[config.mk]
export PLATFORM = sky130hd
export DESIGN_NAME = porf_ce_gen
export DESIGN_NICKNAME = d
export VERILOG_FILES = /design/src/rtl/porf_ce_gen.sv
export SDC_FILE = /design/constraint.sdc
export NUM_CORES = 1
export LEC_CHECK = 0
export ABC_AREA = 1
export BUFFER_PORTS_ARGS = -buffer_cell sky130_fd_sc_hd__buf_2
export CAP_MARGIN = 10
export CELL_PAD_IN_SITES_DETAIL_PLACEMENT = 0
export CELL_PAD_IN_SITES_GLOBAL_PLACEMENT = 1
export CORE_MARGIN = 4
export CORE_UTILIZATION = 39
export CTS_BUF_LIST = sky130_fd_sc_hd__clkbuf_4 sky130_fd_sc_hd__clkbuf_8
export CTS_CLUSTER_SIZE = 20
export DETAILED_ROUTE_END_ITERATION = 10
export PLACE_DENSITY = 0.89
export SYNTH_ARGS = -nofsm -noshare
export SYNTH_HDL_FRONTEND = slang
export SYNTH_SLANG_ARGS = --single-unit
export TNS_END_PERCENT = 50
[constraint.sdc]
create_clock -name i_clk_sys -period 1.2 [get_ports i_clk_sys]
set_input_delay 0.18 -clock i_clk_sys [delete_from_list [all_inputs] [get_ports i_clk_sys]]
set_output_delay 0.18 -clock i_clk_sys [all_outputs]
set_load 0.1 [all_outputs]
[src/rtl/porf_ce_gen.sv]
// porf_ce_gen: processor clock-enable / divided-clock generator with a
// power-on, external and (optionally) watchdog reset sequencer.
// A free-running phase counter divides clk_sys by DIV; every output is
// registered. The sequencer walks PRE -> HOLD -> RUN on proc_ce ticks.
// Optional feature: define PORF_WDT_EN to build the RUN-state watchdog.
module porf_ce_gen #(
    parameter int DIV         = 10,
    parameter int PRE_CYCLES  = 2,
    parameter int HOLD_CYCLES = 4,
    parameter int MEM_PHASE   = 5,
    parameter int WDT_CYCLES  = 1024
) (
    input  logic       i_clk_sys,
    input  logic       i_reset,
    input  logic       i_ext_rst_req,
    input  logic       i_wdt_kick,
    output logic       o_proc_ce,
    output logic       o_proc_clk,
    output logic       o_mem_phase,
    output logic       o_proc_resetn,
    output logic [1:0] o_state,
    output logic [1:0] o_rst_cause
);

    localparam int PW      = (DIV < 2) ? 1 : $clog2(DIV);
    localparam int CYC_MAX = (PRE_CYCLES > HOLD_CYCLES) ? PRE_CYCLES : HOLD_CYCLES;
    localparam int CW      = (CYC_MAX < 2) ? 1 : $clog2(CYC_MAX);

    typedef enum logic [1:0] {
        ST_PRE  = 2'b00,
        ST_HOLD = 2'b01,
        ST_RUN  = 2'b10
    } state_t;

    localparam logic [1:0] CAUSE_POR = 2'b00;
    localparam logic [1:0] CAUSE_EXT = 2'b01;
`ifdef PORF_WDT_EN
    localparam logic [1:0] CAUSE_WDT = 2'b10;
`endif

    logic [PW-1:0] r_phase;
    logic [PW-1:0] w_phase_nxt;
    logic          r_proc_ce;
    logic          r_proc_clk;
    logic          r_mem_phase;
    logic          r_proc_resetn;
    state_t        r_state;
    state_t        w_state_nxt;
    logic [CW-1:0] r_cyc;
    logic [CW-1:0] w_cyc_nxt;
    logic [1:0]    r_cause;
    logic [1:0]    w_cause_nxt;

`ifdef PORF_WDT_EN
    localparam int WW = (WDT_CYCLES < 2) ? 1 : $clog2(WDT_CYCLES);
    logic [WW-1:0] r_wdt;
    logic [WW-1:0] w_wdt_nxt;
    logic          w_timeout;
`else
    // The kick strobe has no consumer when the watchdog is not built.
    logic          w_unused_kick;
    assign w_unused_kick = i_wdt_kick;
`endif

    // Phase counter wraps at DIV-1; outputs are decoded from the next phase
    // so the registered strobes line up with the phase register.
    always_comb begin
        if (r_phase == PW'(DIV - 1)) begin
            w_phase_nxt = '0;
        end else begin
            w_phase_nxt = r_phase + PW'(1);
        end
    end

    // Sequencer next-state: everything advances only on a proc_ce tick.
    always_comb begin
        // NOTE: every combinational output is defaulted first so no path
        // leaves a signal unassigned, which would infer a latch.
        w_state_nxt = r_state;
        w_cyc_nxt   = r_cyc;
        w_cause_nxt = r_cause;
`ifdef PORF_WDT_EN
        w_wdt_nxt   = r_wdt;
        w_timeout   = 1'b0;
`endif
        if (r_proc_ce) begin
            case (r_state)
                ST_PRE: begin
                    if (i_ext_rst_req) begin
                        w_state_nxt = ST_HOLD;
                        w_cyc_nxt   = '0;
                        w_cause_nxt = CAUSE_EXT;
                    end else if (int'(r_cyc) + 1 >= PRE_CYCLES) begin
                        w_state_nxt = ST_HOLD;
                        w_cyc_nxt   = '0;
                    end else begin
                        w_cyc_nxt   = r_cyc + CW'(1);
                    end
                end
                ST_HOLD: begin
                    if (i_ext_rst_req) begin
                        // A fresh request restarts the full hold interval.
                        w_cyc_nxt   = '0;
                        w_cause_nxt = CAUSE_EXT;
                    end else if (int'(r_cyc) + 1 >= HOLD_CYCLES) begin
                        w_state_nxt = ST_RUN;
                        w_cyc_nxt   = '0;
                    end else begin
                        w_cyc_nxt   = r_cyc + CW'(1);
                    end
                end
                ST_RUN: begin
`ifdef PORF_WDT_EN
                    w_timeout = !i_wdt_kick && (r_wdt == WW'(WDT_CYCLES - 1));
                    w_wdt_nxt = i_wdt_kick ? '0 : r_wdt + WW'(1);
`endif
                    if (i_ext_rst_req) begin
                        // External request wins over a coincident timeout.
                        w_state_nxt = ST_HOLD;
                        w_cyc_nxt   = '0;
                        w_cause_nxt = CAUSE_EXT;
`ifdef PORF_WDT_EN
                        w_wdt_nxt   = '0;
                    end else if (w_timeout) begin
                        w_state_nxt = ST_HOLD;
                        w_cyc_nxt   = '0;
                        w_cause_nxt = CAUSE_WDT;
                        w_wdt_nxt   = '0;
`endif
                    end
                end
                default: begin
                    w_state_nxt = ST_PRE;
                    w_cyc_nxt   = '0;
                end
            endcase
        end
    end

    // State and output registers with synchronous reset.
    always_ff @(posedge i_clk_sys) begin
        // NOTE: sequential state uses non-blocking assignments so every
        // register samples pre-edge values regardless of statement order.
        if (i_reset) begin
            r_phase       <= '0;
            r_proc_ce     <= 1'b0;
            r_proc_clk    <= 1'b1;
            r_mem_phase   <= 1'b0;
            r_proc_resetn <= 1'b1;
            r_state       <= ST_PRE;
            r_cyc         <= '0;
            r_cause       <= CAUSE_POR;
`ifdef PORF_WDT_EN
            r_wdt         <= '0;
`endif
        end else begin
            r_phase       <= w_phase_nxt;
            r_proc_ce     <= (w_phase_nxt == PW'(DIV - 1));
            r_proc_clk    <= (w_phase_nxt < PW'(DIV / 2));
            r_mem_phase   <= (w_phase_nxt == PW'(MEM_PHASE));
            r_proc_resetn <= (w_state_nxt != ST_HOLD);
            r_state       <= w_state_nxt;
            r_cyc         <= w_cyc_nxt;
            r_cause       <= w_cause_nxt;
`ifdef PORF_WDT_EN
            r_wdt         <= w_wdt_nxt;
`endif
        end
    end

    assign o_proc_ce     = r_proc_ce;
    assign o_proc_clk    = r_proc_clk;
    assign o_mem_phase   = r_mem_phase;
    assign o_proc_resetn = r_proc_resetn;
    assign o_state       = r_state;
    assign o_rst_cause   = r_cause;

endmodule

# Word-level counts from Yosys, hierarchy flattened
# Cells that the tools add are included.
# W data, S select, Z words.
# totals
register_bits	13
latchBits	0
mem_bits_rw	0
rom_bits	0
out_inout_bits	8
word_cells	39
memories	0
# classes
n_addsub	3
multipliers	0
div	0
order_cmp	3
n_eq_ne	7
shifts	0
n_mux	14
bitwise_logic	0
reduce_logical	4
# ops
cell	count
$ge A32 B3 Y1 const B	1
$mux W2	11
$pmux W2 S3	2
$eq A4 B4 Y1 const B	2
$add A4 B1 Y4 const B	1
$eq A4 B3 Y1 const B	1
$lt A4 B3 Y1 const B	1
$mux W4	1
$add A2 B1 Y3 const B	1
$ge A3 B3 Y1 const B	1
$reduce_and A3 Y1	1
$reduce_or A3 Y1	1
$add A2 B1 Y2 const B	1
$eq A2 B1 Y1 const B	1
$eq A2 B2 Y1 const B	1
$logic_not A2 Y1	1
$ne A2 B1 Y1 const B	1
$ne A2 B2 Y1 const B	1
$reduce_and A2 Y1	1

# Longest topological paths before layout
# Gate-level depths: netlist (run 1).
# depth
ltp_word	7
ltp_mapped	8
mapped_depth_nobuf	8

# Worst setup path before layout (run 1)
# OpenSTA, ideal clock, no wires.
# synth_timing
kind	register -> register
from	reg r_proc_ce (netlist: o_proc_ce)
to	reg r_proc_resetn (netlist: o_proc_resetn)
setup_ps	120
arrival_time_ps	1561
t_required_ps	1080
setup_slack_ps	-482
stages_incl_launch_ff	6
path_buffers	0
cell_sequence	dfxtp_1 -> inv_1 -> a21oi_2 -> nand2_1 -> nand2_1 -> nand3_1
# synth_between
elab_chain_len	2
# synth_rtl
item	line_no	rtl
from (decl)	43	logic r_proc_ce;
from (signal assigned)	158	r_proc_ce <= (w_phase_nxt == PW'(DIV - 1));
$mux W2	86	if (r_proc_ce) begin
$ne A2 B1 Y1	161	r_proc_resetn <= (w_state_nxt != ST_HOLD);
to (signal assigned)	161	
to (decl)	46	logic r_proc_resetn;
# No other way between the ends.
# A chain may end at the register's enable or synchronous reset.

# Worst setup path in the final report (run 1)
# layout_timing
from	reg r_cyc[0]
to	reg r_proc_resetn (netlist: o_proc_resetn)
# layout_between
elab_chain_len	7
word_cells_on_any_way	10
cone_classes	add/sub: 1; order compare: 2; eq/ne: 1; mux: 6
# layout_rtl
item	line_no	rtl
from (decl)	49	logic [CW-1:0] r_cyc;
from (signal assigned)	163	r_cyc <= w_cyc_nxt;
$add A2 B1 Y3 *	93, 105	
$ge A32 B3 Y1 / $ge A3 B3 Y1 (equally long branches)	93, 105	
$mux W2 (on tied branches)	93, 105	
$mux W2 (on tied branches)	89, 101	
$pmux W2 S3 *	87	case (r_state)
$mux W2 *	86	
$ne A2 B1 Y1 *	161	
# Every way passes the cells marked *; elsewhere a longest branch is shown, timed or not.

==> results.json, run 1 <==
{
  "grt_pass1_wl_um": 1932,
  "drt-initial-drc-count": 8,
  "crit_slowest_cell": "sky130_fd_sc_hd__dfxtp_2",
  "final.min_clock_period_ps": 1106,
  "preCtsSetupSlack_ps": -2.181,
  "setup_violations": 0,
  "globalRouteTotalUtil_pct": 12.86,
  "r2r_setup_slack_ps": 90,
  "synth_edf_count": 0,
  "timing.final.max_slew_violations": 0,
  "clock_insertion_delay_worst_skew_ps": 260,
  "setup.worst_path.end_class": "flop",
  "design.final.nets": 101,
  "layout_worst_path_cycle_share_pct": 92.14,
  "ys_dominant_reg_cell": "sky130_fd_sc_hd__dfxtp_1",
  "first_global_vias": 494,
  "cp_max_fo": 4,
  "power.leakage_nw": 0.3439,
  "cpMostUsedCell": "sky130_fd_sc_hd__nand2_1",
  "placement.io_buffers": 9,
  "yosys_warnings": 0,
  "worst-endpoint-required_ps": 1350,
  "crit_type": "reg -> reg",
  "start_util_pct": 43.53,
  "total_gr_overflow": 0,
  "max_stage_delay_ps": 350,
  "routabilityCongestion": 0.7615,
  "design_power_total_w": 0.0008080,
  "ctsLongestPathBuffers": 2,
  "fillCellCount": 123,
  "cellPowerDensity_nw_per_um2": 998.1,
  "worst_ir_drop_vdd_uv": 713.0,
  "hpwlAfterDp_um": 910.9,
  "placeableCoreArea_sq_um": 1383,
  "vias_per_cell": 4.844,
  "worst_hold_path.num_cells": 2,
  "rsz0062_at_grt": "no",
  "clock-root-buffer": "sky130_fd_sc_hd__clkbuf_4",
  "detail_route.wirelength_um": 1099,
  "post-route-drc-count": 0,
  "synth_top_cell_area_share_pct": 43.24,
  "worst_r2r_path_depth": 8,
  "min_to": "o_state[0]",
  "cap_viol_max_count": 0,
  "cts-buffers-inserted": 3,
  "fmax_mhz": 904.4,
  "drt_first_pass_iters": 4,
  "cts-hold-fix-buffers": 0,
  "fp.dieArea_sq_um": 2235,
  "routedWlPerCell_um": 10.08,
  "run_status": "completed",
  "drive_gt1_share_pct": 29.79,
  "netlist-cell-type-count": 21,
  "worst_setup_path_start_kind": "flop",
  "worstHoldStart": "i_reset",
  "synth.area.top_cells": "sky130_fd_sc_hd__dfxtp_1 43%, sky130_fd_sc_hd__nand2_1 11%, sky130_fd_sc_hd__inv_1 8.1%, sky130_fd_sc_hd__nand3_1 5.8%, sky130_fd_sc_hd__nor2_1 5.0%",
  "pin_count_of_the_biggest_net_entering_global_routing": 10,
  "cts-htree-levels": 1,
  "reg2reg_to": "o_proc_resetn",
  "rr_startpoint": "r_cyc[0]",
  "num_rows": 13,
  "cts_tree": "yes",
  "netlist_instances": 82,
  "timing.setup.tns_ps": 0,
  "postSynthNetCount": 88,
  "synth_top_area_cell": "sky130_fd_sc_hd__dfxtp_1",
  "antennaDiodeCount": 0,
  "syn2layout_area_growth_pct": 34.51,
  "cts.sink_count": 13,
  "num_vias": 528,
  "floorplan.die.height_um": 47.28,
  "crit_arrival_ps": 1260,
  "leading_post_synthesis_cells_by_instance_count": "18 x sky130_fd_sc_hd__nand2_1, 13 x sky130_fd_sc_hd__dfxtp_1, 13 x sky130_fd_sc_hd__inv_1",
  "sequential_to_total_area_share_from_yosys_stat_pct": 43.24,
  "grt_antenna_before_repair": 0,
  "clk_transition_reported_paths_ps": 70,
  "hold_viol": 0,
  "synth_seq_cells": 13,
  "asyncSetResetFlopFracSynth_pct": 0,
  "avgSynthCellArea_sq_um": 7.339,
  "worst_hold_path_type": "in -> reg",
  "ios": 12,
  "netlist_area_sq_um": 601.8,
  "timing.final.ws_setup_ps": 94.30,
  "drt.antenna.violating_nets": 0,
  "die_width_um": 47.28,
  "finalClockSkew_ps": 1.331,
  "yosys.cell_count.top_type": "sky130_fd_sc_hd__nand2_1",
  "worstPathCellList": "inv_1 -> ha_2 -> o21ai_2 -> nand2_1 -> nand2_1 -> nand2_1 -> nand2_1 -> nand3_1"
}
routing by layer:
| layer | GRT usage, % | wire length, um | vias up |
|---|---|---|---|
| met4 | 11.60 | 33 | 0 |
| met2 | 22.73 | 609 | 8 |
| met5 | 0 | 0 | - |
| met3 | 2.299 | 34 | 4 |
| li1 | - | - | 280 |
| met1 | 12.41 | 422 | 236 |
critical path: cells and delay by family, from the launching register on:
family                   cells  cell delay, ps
adder cells (fa/ha/maj)      1             170
flip-flops                   1             350
AND/OR/NAND/NOR              5             300
buffers and inverters        1              50
AO/OA/AOI/OAI                1             130
through the flow:
step / cell area, sq um / std cells / hold slack (ps) / utilization, %
finish: 809.5 / 109 / 186.9 / 58.55
global route: 809.5 / 109 / 197.2 / 58.55
CTS: 794.5 / 108 / 183.0 / 57.47
detailed placement: 763.2 / 104 / 473.9 / 55.20
global placement: 763.2 / 104 / 469.9 / 55.20
floorplan: 613.1 / 82 / 357.9 / -
how the worst max path moves through the flow:
stage	startpoint	to	slack (ps)	cells past startpoint
floorplan	o_rst_cause[0]	o_rst_cause[0]	-5	1
global placement	r_cyc[0]	o_proc_resetn	40	8
detailed placement	r_cyc[0]	o_proc_resetn	-2	8
CTS	r_cyc[0]	o_proc_resetn	30	8
global route	r_cyc[1]	o_proc_resetn	6	8
finish	r_cyc[0]	o_proc_resetn	90	8
cell families (layout without fill, tap and decap cells):
kind of cell | Yosys count | in the layout | share of synthesized area (%)
AND/OR/NAND/NOR | 41 | 41 | 30.56
buffers and inverters | 16 | 28 | 11.85
flip-flops | 13 | 13 | 43.24
AO/OA/AOI/OAI | 9 | 9 | 9.564
adder cells (fa/ha/maj) | 2 | 2 | 4.157
other | 1 | 1 | 0.6231
where the power goes:
group | leakage, nW | switching, W | internal (W)
clock | 0.0184 | 0.000124 | 0.000151
sequential | 0.109 | 0.00000962 | 0.000435
combinational | 0.216 | 0.0000632 | 0.0000247
total | 0.344 | 0.000197 | 0.000611
flip-flops by register name, indices dropped and copies added, names as in the netlist:
register,flops
o_mem_phase,1
o_proc_ce,1
o_proc_clk,1
o_proc_resetn,1
o_rst_cause,1
o_state,2
r_cyc,2
r_phase,4
repair_timing:
action,4_1_cts,5_1_grt
setup buffers,0,1
endpoints found under the setup margin,1,2
pin swaps,0,2
resized for setup,1,3
area by class of cell:
cell class / count / area (sq um) / share of cell area (%)
inverter: 14 / 52.55 / 6.492
multi-input combinational: 53 / 276.5 / 34.16
timing repair buffer: 10 / 157.7 / 19.47
sequential: 13 / 274.0 / 33.85
clock buffer: 4 / 30.03 / 3.709
tap: 15 / 18.77 / 2.318
placed cells by master (no fill, tap or decap), types with 2 or more instances in the layout:
cell and count:
sky130_fd_sc_hd__nor2_2 2, sky130_fd_sc_hd__dfxtp_4 3, sky130_fd_sc_hd__dfxtp_1 8, sky130_fd_sc_hd__dfxtp_2 2
sky130_fd_sc_hd__nor3_1 3, sky130_fd_sc_hd__buf_12 7, sky130_fd_sc_hd__a21oi_1 4, sky130_fd_sc_hd__nor2_1 8
sky130_fd_sc_hd__buf_2 2, sky130_fd_sc_hd__clkbuf_4 4, sky130_fd_sc_hd__inv_1 13, sky130_fd_sc_hd__o21ai_2 2
sky130_fd_sc_hd__nand2_1 18, sky130_fd_sc_hd__nand3_1 7
No activity file was read; power rests on OpenSTA's default activity.
==> run 2, diff against run 1 <==
Settings changed: CORE_UTILIZATION 39 to 36, CTS_BUF_LIST sky130_fd_sc_hd__clkbuf_4 sky130_fd_sc_hd__clkbuf_8 to default, PLACE_DENSITY 0.89 to 0.84, SKIP_LAST_GASP from default to 1.
==> run 2 against run 1 <==
  * Via count is 0.19% higher
  * Combinational power is 0.9% higher
  * Non-clock buffer count is 1 lower
  * Critical path type unchanged
  * Die area is 6.9% higher
  * Clock skew is 2.3 ps higher
  * Final cell count stayed put
  * Sequential share of layout area is 0.42 points higher
  * Global-route usage is 2.7 points lower
==> results.json, run 2 (same netlist as run 1, synthesis figures left out) <==
{
  "run_status": "completed",
  "drt_first_pass_iters": 4,
  "timing.critical_path.from": "r_cyc[0]",
  "worst_r2r_path_depth": 8,
  "clock-root-buffer": "sky130_fd_sc_hd__clkbuf_4",
  "clock_insertion_delay_worst_skew_ps": 260,
  "worst_setup_path_start_kind": "flop",
  "grt_pass1_wl_um": 1938,
  "worst_ir_drop_vdd_uv": 666.8,
  "routedWlPerCell_um": 9.807,
  "vias_per_cell": 4.853,
  "finalNonFillerCells": 109,
  "finalClockSkew_ps": 3.675,
  "syn2layout_area_growth_pct": 32.85,
  "timing.setup.tns_ps": 0,
  "worst_hold_path_type": "in -> reg",
  "globalRouteTotalUtil_pct": 10.16,
  "routabilityCongestion": 0.8066,
  "num_rows": 14,
  "fmax_mhz": 890.1,
  "design_power_total_w": 0.0007868,
  "power.leakage_nw": 0.3351,
  "pin_count_of_the_biggest_net_entering_global_routing": 10,
  "setup.worst_path.end_class": "flop",
  "drt-initial-drc-count": 9,
  "registers.top_by_ff_count": "r_phase",
  "fp.dieArea_sq_um": 2390,
  "die_width_um": 48.89,
  "grt_antenna_before_repair": 0,
  "post-route-drc-count": 0,
  "critical_path.endpoint": "o_proc_resetn",
  "num_vias": 529,
  "cts.repair.resized": 0,
  "ctsLongestPathBuffers": 2,
  "cts-htree-levels": 1,
  "timing.final.max_slew_violations": 0,
  "detail_route.wirelength_um": 1069,
  "floorplan.die.height_um": 48.89,
  "cts-hold-fix-buffers": 0,
  "hpwlAfterDp_um": 845.9,
  "final_area_sq_um": 799.5,
  "rr_startpoint": "r_cyc[0]",
  "cts-buffers-inserted": 3,
  "placement.io_buffers": 9,
  "start_util_pct": 39.04,
  "cellPowerDensity_nw_per_um2": 984.1,
  "final.min_clock_period_ps": 1123,
  "rsz0062_at_grt": "no",
  "crit_arrival_ps": 1280,
  "crit_type": "reg -> reg",
  "number_of_flip_flops_in_the_largest_register": 4,
  "hold_viol": 0,
  "placeableCoreArea_sq_um": 1541,
  "layout.cells.most_common": "sky130_fd_sc_hd__nand2_1",
  "total_gr_overflow": 0,
  "mostFrequentLayoutCells": "18 x sky130_fd_sc_hd__nand2_1, 13 x sky130_fd_sc_hd__inv_1, 8 x sky130_fd_sc_hd__nor2_1, 8 x sky130_fd_sc_hd__dfxtp_1",
  "reg2reg_to": "o_proc_resetn",
  "drt.antenna.violating_nets": 0,
  "clk_transition_reported_paths_ps": 70,
  "antennaDiodeCount": 0,
  "cap_viol_max_count": 0,
  "preCtsSetupSlack_ps": 19.85,
  "drive_gt1_share_pct": 27.96,
  "worst-endpoint-required_ps": 1350,
  "cp_max_fo": 4,
  "fillCellCount": 149,
  "layout_worst_path_cycle_share_pct": 93.62,
  "cts.sink_count": 13,
  "design.final.nets": 100,
  "setup_violations": 0,
  "dp_cells": 105,
  "cts_tree": "yes",
  "cts_setup_buffers": 0,
  "r2r_setup_slack_ps": 80,
  "timing.final.ws_setup_ps": 76.58,
  "place_area_sq_um": 764.5,
  "first_global_vias": 510,
  "ios": 12
}
run 2: cell types whose count changed in the layout (fill, tap and decap cells not counted):
| cell | before | now |
|---|---|---|
| sky130_fd_sc_hd__buf_4 | 1 | 0 |
| sky130_fd_sc_hd__clkbuf_1 | 0 | 1 |
| sky130_fd_sc_hd__clkbuf_4 | 4 | 3 |
run 2: layer usage:
| metal | global-route usage, % | vias to the layer above | wire length [um] |
|---|---|---|---|
| li1 | - | 275 | - |
| met1 | 10.70 | 247 | 434 |
| met2 | 18.04 | 5 | 582 |
| met3 | 1.835 | 2 | 37 |
| met4 | 6.726 | 0 | 14 |
| met5 | 0 | - | 0 |
run 2: cell type report:
cell class,count,area [sq um],area share (%)
Tap cell,16,20.02,2.504
Sequential cell,13,274.0,34.27
Timing Repair Buffer,9,150.1,18.78
Inverter,14,52.55,6.573
Clock buffer,4,26.28,3.286
Multi-Input combinational cell,53,276.5,34.59
run 2: where the power goes:
part           switching, W  internal [W]
clock network      0.000125      0.000128
registers        0.00000977      0.000435
logic             0.0000640     0.0000246
total              0.000199      0.000588
run 2: worst min-delay path by stage:
stage / start / end / slack, ps / cells after the start
5_1_grt: i_reset / o_state[1] / 200 / 2
3_3_place_gp: r_cyc[1] / r_cyc[1] / 470 / 2
2_1_floorplan: i_reset / o_state[0] / 360 / 2
3_5_place_dp: r_cyc[1] / r_cyc[1] / 480 / 2
6_report: i_reset / r_cyc[0] / 190 / 2
4_1_cts: i_reset / r_cyc[0] / 190 / 2
run 2: metrics by stage:
stage	hold slack [ps]	utilization (%)
6_report	191.9	51.87
4_1_cts	192.1	51.30
5_1_grt	203.3	51.87
3_3_place_gp	474.5	49.59
3_5_place_dp	477.6	49.59
2_1_floorplan	357.9	-
run 2: critical path, stage by stage (launching register included):
cell and delay (ps):
sky130_fd_sc_hd__dfxtp_2 350, sky130_fd_sc_hd__inv_1 50, sky130_fd_sc_hd__ha_2 190, sky130_fd_sc_hd__o21ai_2 130, sky130_fd_sc_hd__nand2_1 60, sky130_fd_sc_hd__nand2_1 60
sky130_fd_sc_hd__nand2_1 70, sky130_fd_sc_hd__nand2_1 60, sky130_fd_sc_hd__nand3_1 50
==> run 3, diff against run 2 <==
Settings changed: CELL_PAD_IN_SITES_DETAIL_PLACEMENT 0 to default, CELL_PAD_IN_SITES_GLOBAL_PLACEMENT 1 to default, CORE_UTILIZATION 36 to 35, PLACE_DENSITY 0.84 to 0.65.
==> run 3 against run 2 <==
  * Sequential share of layout area up 0.058 points
  * Fmax is 2.7% higher
  * Final cell count unchanged
  * Worst hold slack got worse by 18 ps
  * Global-route usage about the same
  * Clock skew about the same
  * Combinational power shrank 0.5%
  * Routed wire length grew 3.0%
  * Non-clock buffer count unchanged
  * First-iteration DRC count up 11%
  * Via count is 0.57% lower
  * Critical path type unchanged
==> results.json, run 3 (same netlist as run 1, synthesis figures left out) <==
{
  "place_area_sq_um": 764.5,
  "drt.antenna.violating_nets": 0,
  "timing.final.max_slew_violations": 0,
  "design_power_total_w": 0.0007971,
  "power.leakage_nw": 0.3333,
  "ios": 12,
  "setup_violations": 0,
  "worst_hold_path_type": "in -> reg",
  "grt_pass1_wl_um": 1828,
  "worst-endpoint-required_ps": 1370,
  "cts-buffers-inserted": 3,
  "antennaDiodeCount": 0,
  "die_width_um": 49.47,
  "cts_tree": "yes",
  "drt-initial-drc-count": 10,
  "grt_antenna_before_repair": 0,
  "cts.repair.resized": 0,
  "clock-root-buffer": "sky130_fd_sc_hd__clkbuf_4",
  "final.min_clock_period_ps": 1094,
  "clock_insertion_delay_worst_skew_ps": 280,
  "num_vias": 526,
  "reg2reg_to": "o_proc_resetn",
  "syn2layout_area_growth_pct": 32.02,
  "globalRouteTotalUtil_pct": 10.20,
  "run_status": "completed",
  "cts-hold-fix-buffers": 0,
  "detail_route.wirelength_um": 1101,
  "finalClockSkew_ps": 3.786,
  "fillCellCount": 140,
  "total_gr_overflow": 0,
  "worst_hold_path.num_cells": 2,
  "worst_r2r_path_depth": 8,
  "fp.dieArea_sq_um": 2447,
  "pin_count_of_the_biggest_net_entering_global_routing": 10,
  "cts.sink_count": 13,
  "rsz0062_at_grt": "no",
  "clk_transition_reported_paths_ps": 70,
  "worstHoldStart": "i_reset",
  "placeableCoreArea_sq_um": 1559,
  "routabilityCongestion": 0.7835,
  "setup.worst_path.end_class": "flop",
  "timing.final.ws_setup_ps": 106.4,
  "num_rows": 14,
  "drive_gt1_share_pct": 25.81,
  "rr_startpoint": "r_cyc[0]",
  "min_to": "o_state[0]",
  "crit_arrival_ps": 1260,
  "post-route-drc-count": 0,
  "number_of_flip_flops_in_the_largest_register": 4,
  "cts_setup_buffers": 0,
  "registers.top_by_ff_count": "r_phase",
  "fmax_mhz": 914.4,
  "cp_max_fo": 4,
  "cap_viol_max_count": 0,
  "register_area_sq_um": 272.8,
  "hold-worst-slack_ps": 173.7,
  "start_util_pct": 38.60,
  "layout.cells.most_common": "sky130_fd_sc_hd__nand2_1",
  "vias_per_cell": 4.826,
  "mostFrequentLayoutCells": "18 x sky130_fd_sc_hd__nand2_1, 13 x sky130_fd_sc_hd__inv_1, 9 x sky130_fd_sc_hd__dfxtp_1, 8 x sky130_fd_sc_hd__nor2_1",
  "routedWlPerCell_um": 10.10,
  "multi_input_comb_area_sq_um": 272.8,
  "design.final.nets": 100,
  "preCtsSetupSlack_ps": 38.64,
  "layout_worst_path_cycle_share_pct": 91.13,
  "final_area_sq_um": 794.5,
  "r2r_setup_slack_ps": 110,
  "hold_viol": 0,
  "crit_type": "reg -> reg",
  "worst_ir_drop_vdd_uv": 578.1,
  "cellPowerDensity_nw_per_um2": 1003,
  "hpwlAfterDp_um": 865.7,
  "first_global_vias": 468,
  "drt_first_pass_iters": 4,
  "timing.setup.tns_ps": 0,
  "placement.io_buffers": 9,
  "cts-htree-levels": 1,
  "worst_setup_path_start_kind": "flop",
  "ctsLongestPathBuffers": 2,
  "floorplan.die.height_um": 49.47
}
==> run 3: cell counts in the layout (fill, tap and decap cells not counted) <==
Identical to the previous run, type by type.
==> run 3: where the power goes <==
part           switching [W]  leakage [nW]  internal, W   total, W
Combinational      0.0000640         0.210    0.0000243  0.0000883
Clock               0.000135        0.0150     0.000129   0.000264
Sequential        0.00000965         0.109     0.000435   0.000444
==> run 3: through the flow <==
stage | util, % | cells
floorplan | - | 82
global placement | 49.04 | 105
detailed placement | 49.04 | 105
CTS | 50.72 | 109
global route | 50.96 | 109
finish | 50.96 | 109
==> run 3: worst max-delay path, stage by stage, from the launching register on <==
cell	delay [ps]
sky130_fd_sc_hd__dfxtp_2	360
sky130_fd_sc_hd__inv_1	50
sky130_fd_sc_hd__ha_2	180
sky130_fd_sc_hd__o21ai_1	110
sky130_fd_sc_hd__nand2_1	60
sky130_fd_sc_hd__nand2_1	60
sky130_fd_sc_hd__nand2_1	60
sky130_fd_sc_hd__nand2_1	50
sky130_fd_sc_hd__nand3_1	50
==> run 3: final cells by class <==
cell class / instances / share of cell area (%)
inverter: 14 / 6.614
tap: 16 / 2.520
multi-input combinational: 53 / 34.33
clock buffer: 4 / 3.307
sequential: 13 / 34.33
timing repair buffer: 9 / 18.90
==> run 3: per-layer routing <==
| metal | global-route usage (%) | share of wire [%] | vias up |
|---|---|---|---|
| met5 | 0 | 0 | - |
| met4 | 9.677 | 3.5 | 0 |
| met3 | 2.711 | 4.4 | 5 |
| met2 | 16.07 | 51 | 11 |
| met1 | 10.93 | 41 | 233 |
| li1 | - | - | 277 |
==> run 3: worst max-delay path by stage <==
stage	to	slack, ps	from	cells past startpoint
after floorplan	o_rst_cause[0]	-5	o_rst_cause[0]	1
after global placement	o_proc_resetn	50	r_cyc[0]	8
after detailed placement	o_proc_resetn	40	r_cyc[0]	8
after CTS	o_proc_resetn	30	r_cyc[0]	8
after global routing	o_proc_resetn	7	r_cyc[0]	8
final	o_proc_resetn	110	r_cyc[0]	8
